File: src/rtl/fetch_ctrl.sv
// Fetch-side controller: next-PC selection, PC write-enable, IF/ID register,
// fetch-fault halt FSM and accepted-instruction counter (delay-slot semantics).
module fetch_ctrl #(
  parameter logic [31:0] RESET_PC = 32'h0000_3000,
  parameter logic [31:0] IM_BASE  = 32'h0000_3000,
  parameter int unsigned IM_WORDS = 1024
) (
  input  logic        clk,
  input  logic        reset,
  input  logic [31:0] pc_f,
  input  logic [31:0] instr_f,
  input  logic        stall,
  input  logic        id_branch,
  input  logic [31:0] id_branch_target,
  input  logic        id_jump,
  input  logic [25:0] id_jump_index,
  input  logic        id_jr,
  input  logic [31:0] id_jr_target,
  output logic [31:0] pc_next,
  output logic        pc_en,
  output logic [31:0] instr_d,
  output logic [31:0] pc_d,
  output logic [31:0] pc8_d,
  output logic        valid_d,
  output logic        fetch_err,
  output logic [31:0] fetch_cnt
);

  typedef enum logic {RUN, HALT} state_t;

  state_t      state, state_next;
  logic        fault;
  logic [32:0] im_end;
  logic [31:0] pc_plus4_f;
  logic [31:0] pc_plus4_d;

  // 33-bit bounds so an IM region ending at 2^32 does not wrap
  always_comb begin
    im_end     = {1'b0, IM_BASE} + (33'(IM_WORDS) << 2);
    fault      = (pc_f[1:0] != 2'b00)
              || ({1'b0, pc_f} < {1'b0, IM_BASE})
              || ({1'b0, pc_f} >= im_end);
    pc_plus4_f = pc_f + 32'd4;
    pc_plus4_d = pc_d + 32'd4;
  end

  always_ff @(posedge clk) begin
    if (reset) state <= RUN;
    else       state <= state_next;
  end

  always_comb begin
    state_next = state;
    if (state == RUN && !stall && fault) state_next = HALT;
  end

  always_comb begin
    pc_en     = !reset && (state == RUN) && !stall && !fault;
    fetch_err = (state == HALT);
    pc_next   = pc_plus4_f;
    if (pc_en) begin
      if (id_jr)          pc_next = id_jr_target;
      else if (id_jump)   pc_next = {pc_plus4_d[31:28], id_jump_index, 2'b00};
      else if (id_branch) pc_next = id_branch_target;
    end
  end

  // No flush on redirect: the delay-slot instruction already in IF is kept
  always_ff @(posedge clk) begin
    if (reset) begin
      instr_d   <= '0;
      pc_d      <= RESET_PC;
      pc8_d     <= RESET_PC + 32'd8;
      valid_d   <= 1'b0;
      fetch_cnt <= '0;
    end else if (state == RUN && !stall) begin
      pc_d  <= pc_f;
      pc8_d <= pc_f + 32'd8;
      if (fault) begin
        instr_d <= '0;
        valid_d <= 1'b0;
      end else begin
        instr_d   <= instr_f;
        valid_d   <= 1'b1;
        fetch_cnt <= fetch_cnt + 32'd1;
      end
    end
  end

endmodule

File: config.mk
export PLATFORM = sky130hd
export DESIGN_NAME = fetch_ctrl
export DESIGN_NICKNAME = d
export VERILOG_FILES = /design/src/rtl/fetch_ctrl.sv
export SDC_FILE = /design/constraint.sdc
export NUM_CORES = 1
export LEC_CHECK = 0
export CAP_MARGIN = 15
export CORE_ASPECT_RATIO = 1.25
export CORE_UTILIZATION = 40
export DETAILED_ROUTE_END_ITERATION = 16
export PLACE_DENSITY = 0.89
export SYNTH_ARGS = -nofsm -noshare
export SYNTH_HDL_FRONTEND = slang
export SYNTH_SLANG_ARGS = --single-unit
File: constraint.sdc
create_clock -name clk -period 9.1 [get_ports clk]
set_input_delay 1.82 -clock clk [delete_from_list [all_inputs] [get_ports clk]]
set_output_delay 1.82 -clock clk [all_outputs]
set_load 0.005 [all_outputs]
==> reports/results.ini, run 1 <==
[floorplanning]
rows = 53
ioPinCount = 323
die_y_um = 150
die_w_um = 121
coreArea_um2 = 17000
initial_core_util_pct = 41.4
die_area_um2 = 18200

[min_path]
min_to = pc8_d[4]$_SDFFE_PP0P_
hold_class = flip-flop to flip-flop
worstHoldStart = pc8_d[4]$_SDFFE_PP0P_
holdPathStages = 2

[cells_and_area]
fin_nets = 1337
final_cell_mix = 320 x clkdlybuf4s50_1, 127 x dfxtp_1, 126 x nand2_1, 64 x a21oi_1, 62 x nor2_1
fin_area_um2 = 10900
final_common_cell = clkdlybuf4s50_1
final_layout_size_suffix_gt1_share_pct = 5.23
num_antenna_cells = 0
final_core_util_pct = 64.0
area_growth_pct = 54.6
final_cells = 1406

[detailed_routing]
drtPass1Iterations = 5
wl_per_cell_um = 20.3
remaining_drc_errors = 0
num_vias = 8176
drt_iter0_markers = 549
ant_nets = 0
finalWirelength_um = 28600
via_per_inst = 5.82

[setup_path]
crit_required_ns = 7.28
r2r_start = fetch_err$_SDFFE_PP0P_
r2r_slack_ns = 6.36
crit_type = input port to output port
cp_max_fo = 18
cp-start-kind = input port
reg2regPathDepth = 6
arrival_ns = 5.15
cp-end-kind = output port
worstReg2RegEnd = fetch_cnt[14]$_SDFFE_PP0P_

[timing]
tightest_slew_ns = 1.12
fmax_ghz = 0.143
skew_ns = 0.00763
timing.hold.ws_ns = 0.460
hold_viol = 0
fin_crit_ns = 6.97
setup_viol = 0
rsz0062_at_grt = no
relSlewSlack_pct = 25.0
slew_violations = 0
timing.final.crit_share_pct = 76.6
tns_ns = 0

[power_and_ir_drop]
power_density_nw_per_um2 = 142
worst_ir_drop_vdd_mv = 0.119
leakagePower_uw = 0.00376

[synthesis]
ys_seq_elements = 127
syn_nets = 1067
synth_warnings = 0
yosysSeqAreaShare_pct = 36.0
avgSynthCellArea_um2 = 7.81
synth_edf_count = 0
ys.flop_type = dfxtp_1
synthCells = 903
syn_area_um2 = 7050
synth.distinct_cells = 62
synthArstFlopShare_pct = 0

[run]
cap_violations = 0

[placed_design]
placed_area_um2 = 10300
place_hpwl_um = 21600
dp_cells = 1374
place.gp.congestion = 0.897
port_buffers = 322

[clock_tree]
cts_buffers = 17
cts.clk_slew.worst_paths_ns = 0.06
hold_buffers = 0
cts_setup_buffers = 0
clk_latency_ns = 0.42
cts_root_buffer = clkbuf_16
cts_resized = 0
h-tree-depth = 4
cts_sinks = 127
clockBufferDepth = 2
cts_tree = done

[global_routing]
grt_use_total_pct = 31.4
grt_pass1_wl_um = 43000
grt_antenna_before_repair = 1
overflow = 0
grt_max_degree = 84
grt_pass1_vias = 7729

[run_status]
status = finished clean

==> power breakdown <==
part	internal (uW)	switching [uW]
clock	426	266
combinational	142	121
sequential	575	13.4
==> routing by layer <==
layer | vias up | routed length [um] | GRT usage, % | share of wire (%)
li1 | 3823 | - | - | -
met1 | 3838 | 10800 | 35.4 | 38
met2 | 435 | 14300 | 54.6 | 50
met3 | 78 | 2200 | 7.39 | 7.7
met4 | 2 | 1280 | 16.9 | 4.5
met5 | - | 11 | 0 | 0.039
==> Yosys cell counts, drive strengths merged, types with 2 or more instances <==
cell type  instances  area share (%)
o31ai             16             1.7
and3b              2            0.25
buf               20             1.6
ha                 4            0.71
nand4             30             2.7
a22o              32             4.0
nor2              64             3.4
nand3b             2            0.21
a211o              2            0.25
xnor2             31             3.8
and2               9            0.80
o22ai              7            0.62
a21o               2            0.21
a22oi              9            0.96
a21oi             64             4.5
a221o             12             1.7
and3              10            0.89
o311ai             2            0.25
nand2b             9            0.80
nor4              21             2.4
nor2b              5            0.44
dfxtp            127              36
o211ai             6            0.64
nand2            127             6.8
a211oi            23             2.4
clkbuf            63             3.4
xor2              25             3.1
nand3             36             2.6
or4               20             2.1
mux2i              4            0.57
nor4b              2            0.25
or2                4            0.35
a2bb2oi            4            0.50
or3                9            0.87
nor3              17             1.2
inv               15            0.80
and4               4            0.50
o21ai             45             3.2
a311oi             3            0.37
o211a              2            0.28
o21bai             3            0.32
==> how the worst max path moves through the flow <==
stage | from | endpoint | slack (ns)
CTS | pc_f[17] | pc_next[8] | 2.13
global placement | pc_f[27] | pc_next[7] | 2.15
detailed placement | pc_f[17] | pc_next[8] | 2.15
finish | pc_f[17] | pc_next[8] | 2.13
global route | pc_f[20] | pc_next[8] | 2.00
floorplan | pc_f[14] | pc_next[10] | 3.69
==> per-stage QoR <==
step                power [uW]  setup slack, ns
floorplan                  700             3.69
global placement           857             2.15
detailed placement         861             2.15
CTS                       1550             2.13
global route              1600             2.00
finish                    1540             2.13
==> flip-flops by register name, summed over array words and instances, names as in the netlist <==
| register | cells |
|---|---|
| fetch_cnt | 32 |
| instr_d | 32 |
| pc_d | 32 |
| pc8_d | 29 |
| fetch_err | 1 |
| valid_d | 1 |
==> layout make-up <==
cell class / count / area [um2]
clock buffers: 20 / 467
clock inverters: 12 / 133
fillers: 1420 / 6140
inverters: 15 / 56.3
multi-input cells: 678 / 4130
flip-flops and latches: 127 / 2540
well taps: 220 / 275
repair buffers: 334 / 3310
==> worst max-delay path, cell delays in order <==
cell and delay (ns):
clkdlybuf4s50_1 0.59, nor4_4 0.44, nand4_2 0.27, or4_1 0.94, or3_1 0.46, o211a_1 0.15, clkdlybuf4s50_1 0.46
==> kinds of logic after synthesis <==
logic type,synth area share [%]
and+or+nand+nor,27.3
DFF,36.0
xor gates and xnor gates,6.95
adders and majority gates,0.709
AOI/OAI and AO/OA,22.5
buffers and inverters,5.78
muxes,0.727
(Power assumes the default switching activity.)
==> run 2, diff against run 1 <==
--- a/config.mk
+++ b/config.mk
@@ -7,9 +7,9 @@
 export LEC_CHECK = 0
 export CAP_MARGIN = 15
 export CORE_ASPECT_RATIO = 1.25
-export CORE_UTILIZATION = 40
+export CORE_UTILIZATION = 38
 export DETAILED_ROUTE_END_ITERATION = 16
-export PLACE_DENSITY = 0.89
+export PLACE_DENSITY = 0.88
 export SYNTH_ARGS = -nofsm -noshare
 export SYNTH_HDL_FRONTEND = slang
 export SYNTH_SLANG_ARGS = --single-unit
==> constraint.sdc (replaced) <==
create_clock -name clk -period 6.4 [get_ports clk]
set_input_delay 1.28 -clock clk [delete_from_list [all_inputs] [get_ports clk]]
set_output_delay 1.28 -clock clk [all_outputs]
set_load 0.005 [all_outputs]
==> reports/results.ini, run 2 (synthesis gave the netlist of run 1 again) <==
[run_status]
status = finished clean

[cells_and_area]
fin_nets = 1347
final_cell_mix = 320 x clkdlybuf4s50_1, 127 x dfxtp_1, 126 x nand2_1, 64 x a21oi_1, 62 x nor2_1
top_regs = fetch_cnt (32), instr_d (32), pc_d (32)
fillCellCount = 1558
area_growth_pct = 56.1
final_common_cell = clkdlybuf4s50_1
final_core_util_pct = 60.6
seq_area_um2 = 2540
multi_input_area_um2 = 4130
final_cells = 1427
final_layout_size_suffix_gt1_share_pct = 6.02

[placed_design]
port_buffers = 322
place_hpwl_um = 22300
dp_cells = 1391
pre_cts_ws_ns = 0.510
place.gp.congestion = 0.939

[detailed_routing]
wl_per_cell_um = 20.6
ant_nets = 0
via_per_inst = 5.80
drt_iter0_markers = 774
finalWirelength_um = 29500
num_vias = 8270
drtPass1Iterations = 5
remaining_drc_errors = 0

[setup_path]
cp-end-kind = output port
arrival_ns = 4.64
r2r_start = fetch_err$_SDFFE_PP0P_
crit_top_cell = clkdlybuf4s50_1
path_cells = clkdlybuf4s50_1 > nor4_4 > nand4_2 > or4_1 > a21oi_1 > a2bb2oi_1 > clkdlybuf4s50_1
cp_max_fo = 18
cp-start-kind = input port
worstReg2RegEnd = fetch_cnt[14]$_SDFFE_PP0P_
crit_required_ns = 5.12
crit_type = input port to output port
max_stage_delay_ns = 0.95
r2r_slack_ns = 3.56
reg2regPathDepth = 6
slowest_stage = or4_1

[global_routing]
grt_use_total_pct = 30.7
grt_pass1_wl_um = 44100
overflow = 0
grt_antenna_before_repair = 3
grt_pass1_vias = 7737
grt_max_degree = 84

[clock_tree]
clockBufferDepth = 2
cts_resized = 0
h-tree-depth = 4
clk_latency_ns = 0.42
cts_tree = done
cts_sinks = 127
cts.clk_slew.worst_paths_ns = 0.06
hold_buffers = 0
cts_root_buffer = clkbuf_16
cts_buffers = 17
cts_setup_buffers = 0

[timing]
fmax_ghz = 0.169
setup_viol = 0
rsz0062_at_grt = no
relSlewSlack_pct = 42.9
hold_viol = 0
skew_ns = 0.00580
timing.final.crit_share_pct = 92.4
tightest_slew_ns = 0.856
fin_crit_ns = 5.92
fin_ws_ns = 0.485
timing.hold.ws_ns = 0.445
slew_violations = 0
tns_ns = 0

[min_path]
holdPathStages = 2
hold_class = flip-flop to flip-flop
worstHoldStart = valid_d$_SDFFE_PP0P_
min_to = valid_d$_SDFFE_PP0P_

[floorplanning]
die_y_um = 154
die_w_um = 124
ioPinCount = 323
die_area_um2 = 19100
coreArea_um2 = 18200
rows = 55
initial_core_util_pct = 38.8

[power_and_ir_drop]
worst_ir_drop_vdd_mv = 0.172
leakagePower_uw = 0.00381
power_density_nw_per_um2 = 201

[run]
cap_violations = 0

[run 2: cell types whose count changed in the layout (fill, tap and decap cells not counted)]
| cell | previous run | this run |
|---|---|---|
| clkbuf_8 | 3 | 0 |
| diode_2 | 0 | 3 |
| clkinv_2 | 3 | 0 |
| inv_8 | 0 | 2 |
| buf_12 | 0 | 1 |
| clkinv_4 | 1 | 2 |
| inv_6 | 3 | 6 |
| buf_4 | 13 | 21 |
| clkbuf_4 | 0 | 1 |
[run 2: final cells by class]
type / count / area share [%]
Multi-Input combinational cell: 678 / 37.5
Sequential cell: 127 / 23.1
Timing Repair Buffer: 344 / 30.8
Antenna cell: 3 / 0.0682
Inverter: 15 / 0.511
Clock inverter: 15 / 1.59
Clock buffer: 17 / 3.86
Tap cell: 228 / 2.59
[run 2: report_power, final]
part,internal [uW],leakage (uW),switching [uW]
Clock,586,0.000286,407
Combinational,206,0.00249,179
Sequential,817,0.00103,19.2
[run 2: worst max-delay path by stage]
stage               startpoint     endpoint  slack, ns  cells past startpoint
floorplan             pc_f[14]  pc_next[10]       2.07                      7
global placement      pc_f[18]  pc_next[17]       0.56                      7
detailed placement    pc_f[18]  pc_next[17]       0.51                      7
CTS                   pc_f[18]  pc_next[17]       0.50                      7
global route          pc_f[18]  pc_next[17]       0.39                      7
finish                pc_f[18]  pc_next[17]       0.48                      7
[run 2: per-stage QoR]
step	power [uW]	cell area [um2]
floorplan	995	7050
global placement	1230	10400
detailed placement	1230	10400
CTS	2220	11000
global route	2300	11000
finish	2210	11000
[run 2: metal layers]
layer	part of all wire [%]	vias up	GRT usage (%)	wire, um
li1	-	3851	-	-
met1	40	3879	38.1	11700
met2	49	472	51.1	14400
met3	7.8	66	6.05	2300
met4	3.3	2	12.5	977
met5	0.044	-	0	13
[run 2: critical path, delay by kind of cell]
family / cells / cell delay (ns)
AOI/OAI and AO/OA: 2 / 0.53
buffers and inverters: 2 / 1.17
and+or+nand+nor: 3 / 1.64
==> run 3, diff against run 2 <==
--- a/config.mk
+++ b/config.mk
@@ -7,9 +7,10 @@
 export LEC_CHECK = 0
 export CAP_MARGIN = 15
 export CORE_ASPECT_RATIO = 1.25
-export CORE_UTILIZATION = 38
+export CORE_UTILIZATION = 40
+export CTS_CLUSTER_SIZE = 28
 export DETAILED_ROUTE_END_ITERATION = 16
-export PLACE_DENSITY = 0.88
+export PLACE_DENSITY = 0.8
 export SYNTH_ARGS = -nofsm -noshare
 export SYNTH_HDL_FRONTEND = slang
 export SYNTH_SLANG_ARGS = --single-unit
==> constraint.sdc (replaced) <==
create_clock -name clk -period 6.15 [get_ports clk]
set_input_delay 1.23 -clock clk [delete_from_list [all_inputs] [get_ports clk]]
set_output_delay 1.23 -clock clk [all_outputs]
set_load 0.005 [all_outputs]
==> reports/results.ini, run 3 (synthesis gave the netlist of run 1 again) <==
[detailed_routing]
ant_nets = 0
finalWirelength_um = 28400
wl_per_cell_um = 20.0
drt_iter0_markers = 662
via_per_inst = 5.70
drtPass1Iterations = 6
remaining_drc_errors = 0
num_vias = 8090

[timing]
tns_ns = 0
fmax_ghz = 0.180
skew_ns = 0.00888
fin_crit_ns = 5.54
rsz0062_at_grt = no
relSlewSlack_pct = 27.8
hold_viol = 0
timing.hold.ws_ns = 0.439
tightest_slew_ns = 1.07
fin_ws_ns = 0.610
slew_violations = 0
timing.final.crit_share_pct = 90.1
setup_viol = 0

[setup_path]
arrival_ns = 4.31
cp-start-kind = input port
slowest_stage = clkdlybuf4s50_1
crit_required_ns = 4.92
max_stage_delay_ns = 0.65
cp-end-kind = output port
crit_start = pc_f[18]
cp_max_fo = 20
crit_type = input port to output port
reg2regPathDepth = 6
path_cells = clkdlybuf4s50_1 > nor4_4 > nand4_2 > nor4_4 > buf_4 > mux2i_1 > clkdlybuf4s50_1
r2r_start = fetch_err$_SDFFE_PP0P_

[placed_design]
place.gp.congestion = 0.956
place_hpwl_um = 21700
port_buffers = 322
pre_cts_ws_ns = 0.677

[clock_tree]
clk_latency_ns = 0.43
cts.clk_slew.worst_paths_ns = 0.06
clockBufferDepth = 2
cts_root_buffer = clkbuf_16
h-tree-depth = 4
cts_tree = done
hold_buffers = 0
cts_buffers = 17
cts_sinks = 127
cts_setup_buffers = 0
cts_resized = 0

[floorplanning]
die_w_um = 121
rows = 53
die_area_um2 = 18200
ioPinCount = 323
coreArea_um2 = 17000
die_y_um = 150
initial_core_util_pct = 41.4

[global_routing]
grt_pass1_vias = 7742
overflow = 0
grt_use_total_pct = 31.3
grt_pass1_wl_um = 42800
grt_max_degree = 84
grt_antenna_before_repair = 5

[min_path]
hold_class = flip-flop to flip-flop
holdPathStages = 2
worstHoldStart = valid_d$_SDFFE_PP0P_

[cells_and_area]
final_cell_mix = 320 x clkdlybuf4s50_1, 127 x dfxtp_1, 126 x nand2_1, 64 x a21oi_1, 62 x nor2_1
fin_nets = 1347
top_regs = fetch_cnt (32), instr_d (32), pc_d (32)
area_growth_pct = 55.9
fillCellCount = 1435
final_layout_size_suffix_gt1_share_pct = 6.02
final_common_cell = clkdlybuf4s50_1

[power_and_ir_drop]
worst_ir_drop_vdd_mv = 0.183
power_density_nw_per_um2 = 210
leakagePower_uw = 0.00380

[run]
cap_violations = 0

[run_status]
status = finished clean

-- run 3: cell types whose count changed in the layout (fill, tap and decap cells not counted), sizes merged --
| cell | delta |
|---|---|
| buf | +1 |
| bufinv | +1 |
| clkbuf | -1 |
| clkinv | +2 |
| clkinvlp | +2 |
| diode | +1 |
| inv | -5 |
-- run 3: critical path, delay by kind of cell --
kind | cells | cell delay (ns)
buf+inv | 3 | 1.55
simple gates | 3 | 1.01
mux | 1 | 0.49
-- run 3: stage by stage --
| step | utilization (%) | cell area [um2] | cells | total power (uW) |
|---|---|---|---|---|
| floorplan | - | 7050 | 903 | 1040 |
| global route | 64.5 | 11000 | 1417 | 2390 |
| CTS | 64.5 | 11000 | 1416 | 2320 |
| global placement | 60.9 | 10400 | 1384 | 1270 |
| finish | 64.5 | 11000 | 1420 | 2310 |
| detailed placement | 60.9 | 10400 | 1384 | 1280 |
-- run 3: final timing paths --
check / to / slack, ns
max: pc_next[5] / 0.61
min: valid_d$_SDFFE_PP0P_ / 0.44
max reg2reg: fetch_cnt[14]$_SDFFE_PP0P_ / 3.43
min reg2reg: valid_d$_SDFFE_PP0P_ / 0.44
-- run 3: routing by layer --
layer | vias to the layer above | global-route usage [%] | share of wire, %
li1 | 3844 | - | -
met1 | 3777 | 35.9 | 39
met2 | 387 | 52.4 | 49
met3 | 80 | 8.26 | 6.9
met4 | 2 | 18.5 | 5.1
met5 | - | 0 | 0.032
-- run 3: cell type report --
| cell class | count | area [um2] | share of cell area (%) |
|---|---|---|---|
| Clock buffer | 17 | 425 | 3.87 |
| Tap cell | 220 | 275 | 2.50 |
| Timing Repair Buffer | 344 | 3380 | 30.7 |
| Antenna cell | 4 | 10.0 | 0.0910 |
| Multi-Input combinational cell | 678 | 4130 | 37.5 |
| Inverter | 15 | 56.3 | 0.512 |
| Sequential cell | 127 | 2540 | 23.1 |
| Clock inverter | 15 | 185 | 1.68 |
-- run 3: power breakdown --
part | internal (uW) | leakage [uW] | switching [uW]
combinational | 214 | 0.00249 | 179
clock | 641 | 0.000283 | 407
sequential | 850 | 0.00103 | 20.3
total | 1710 | 0.00380 | 606
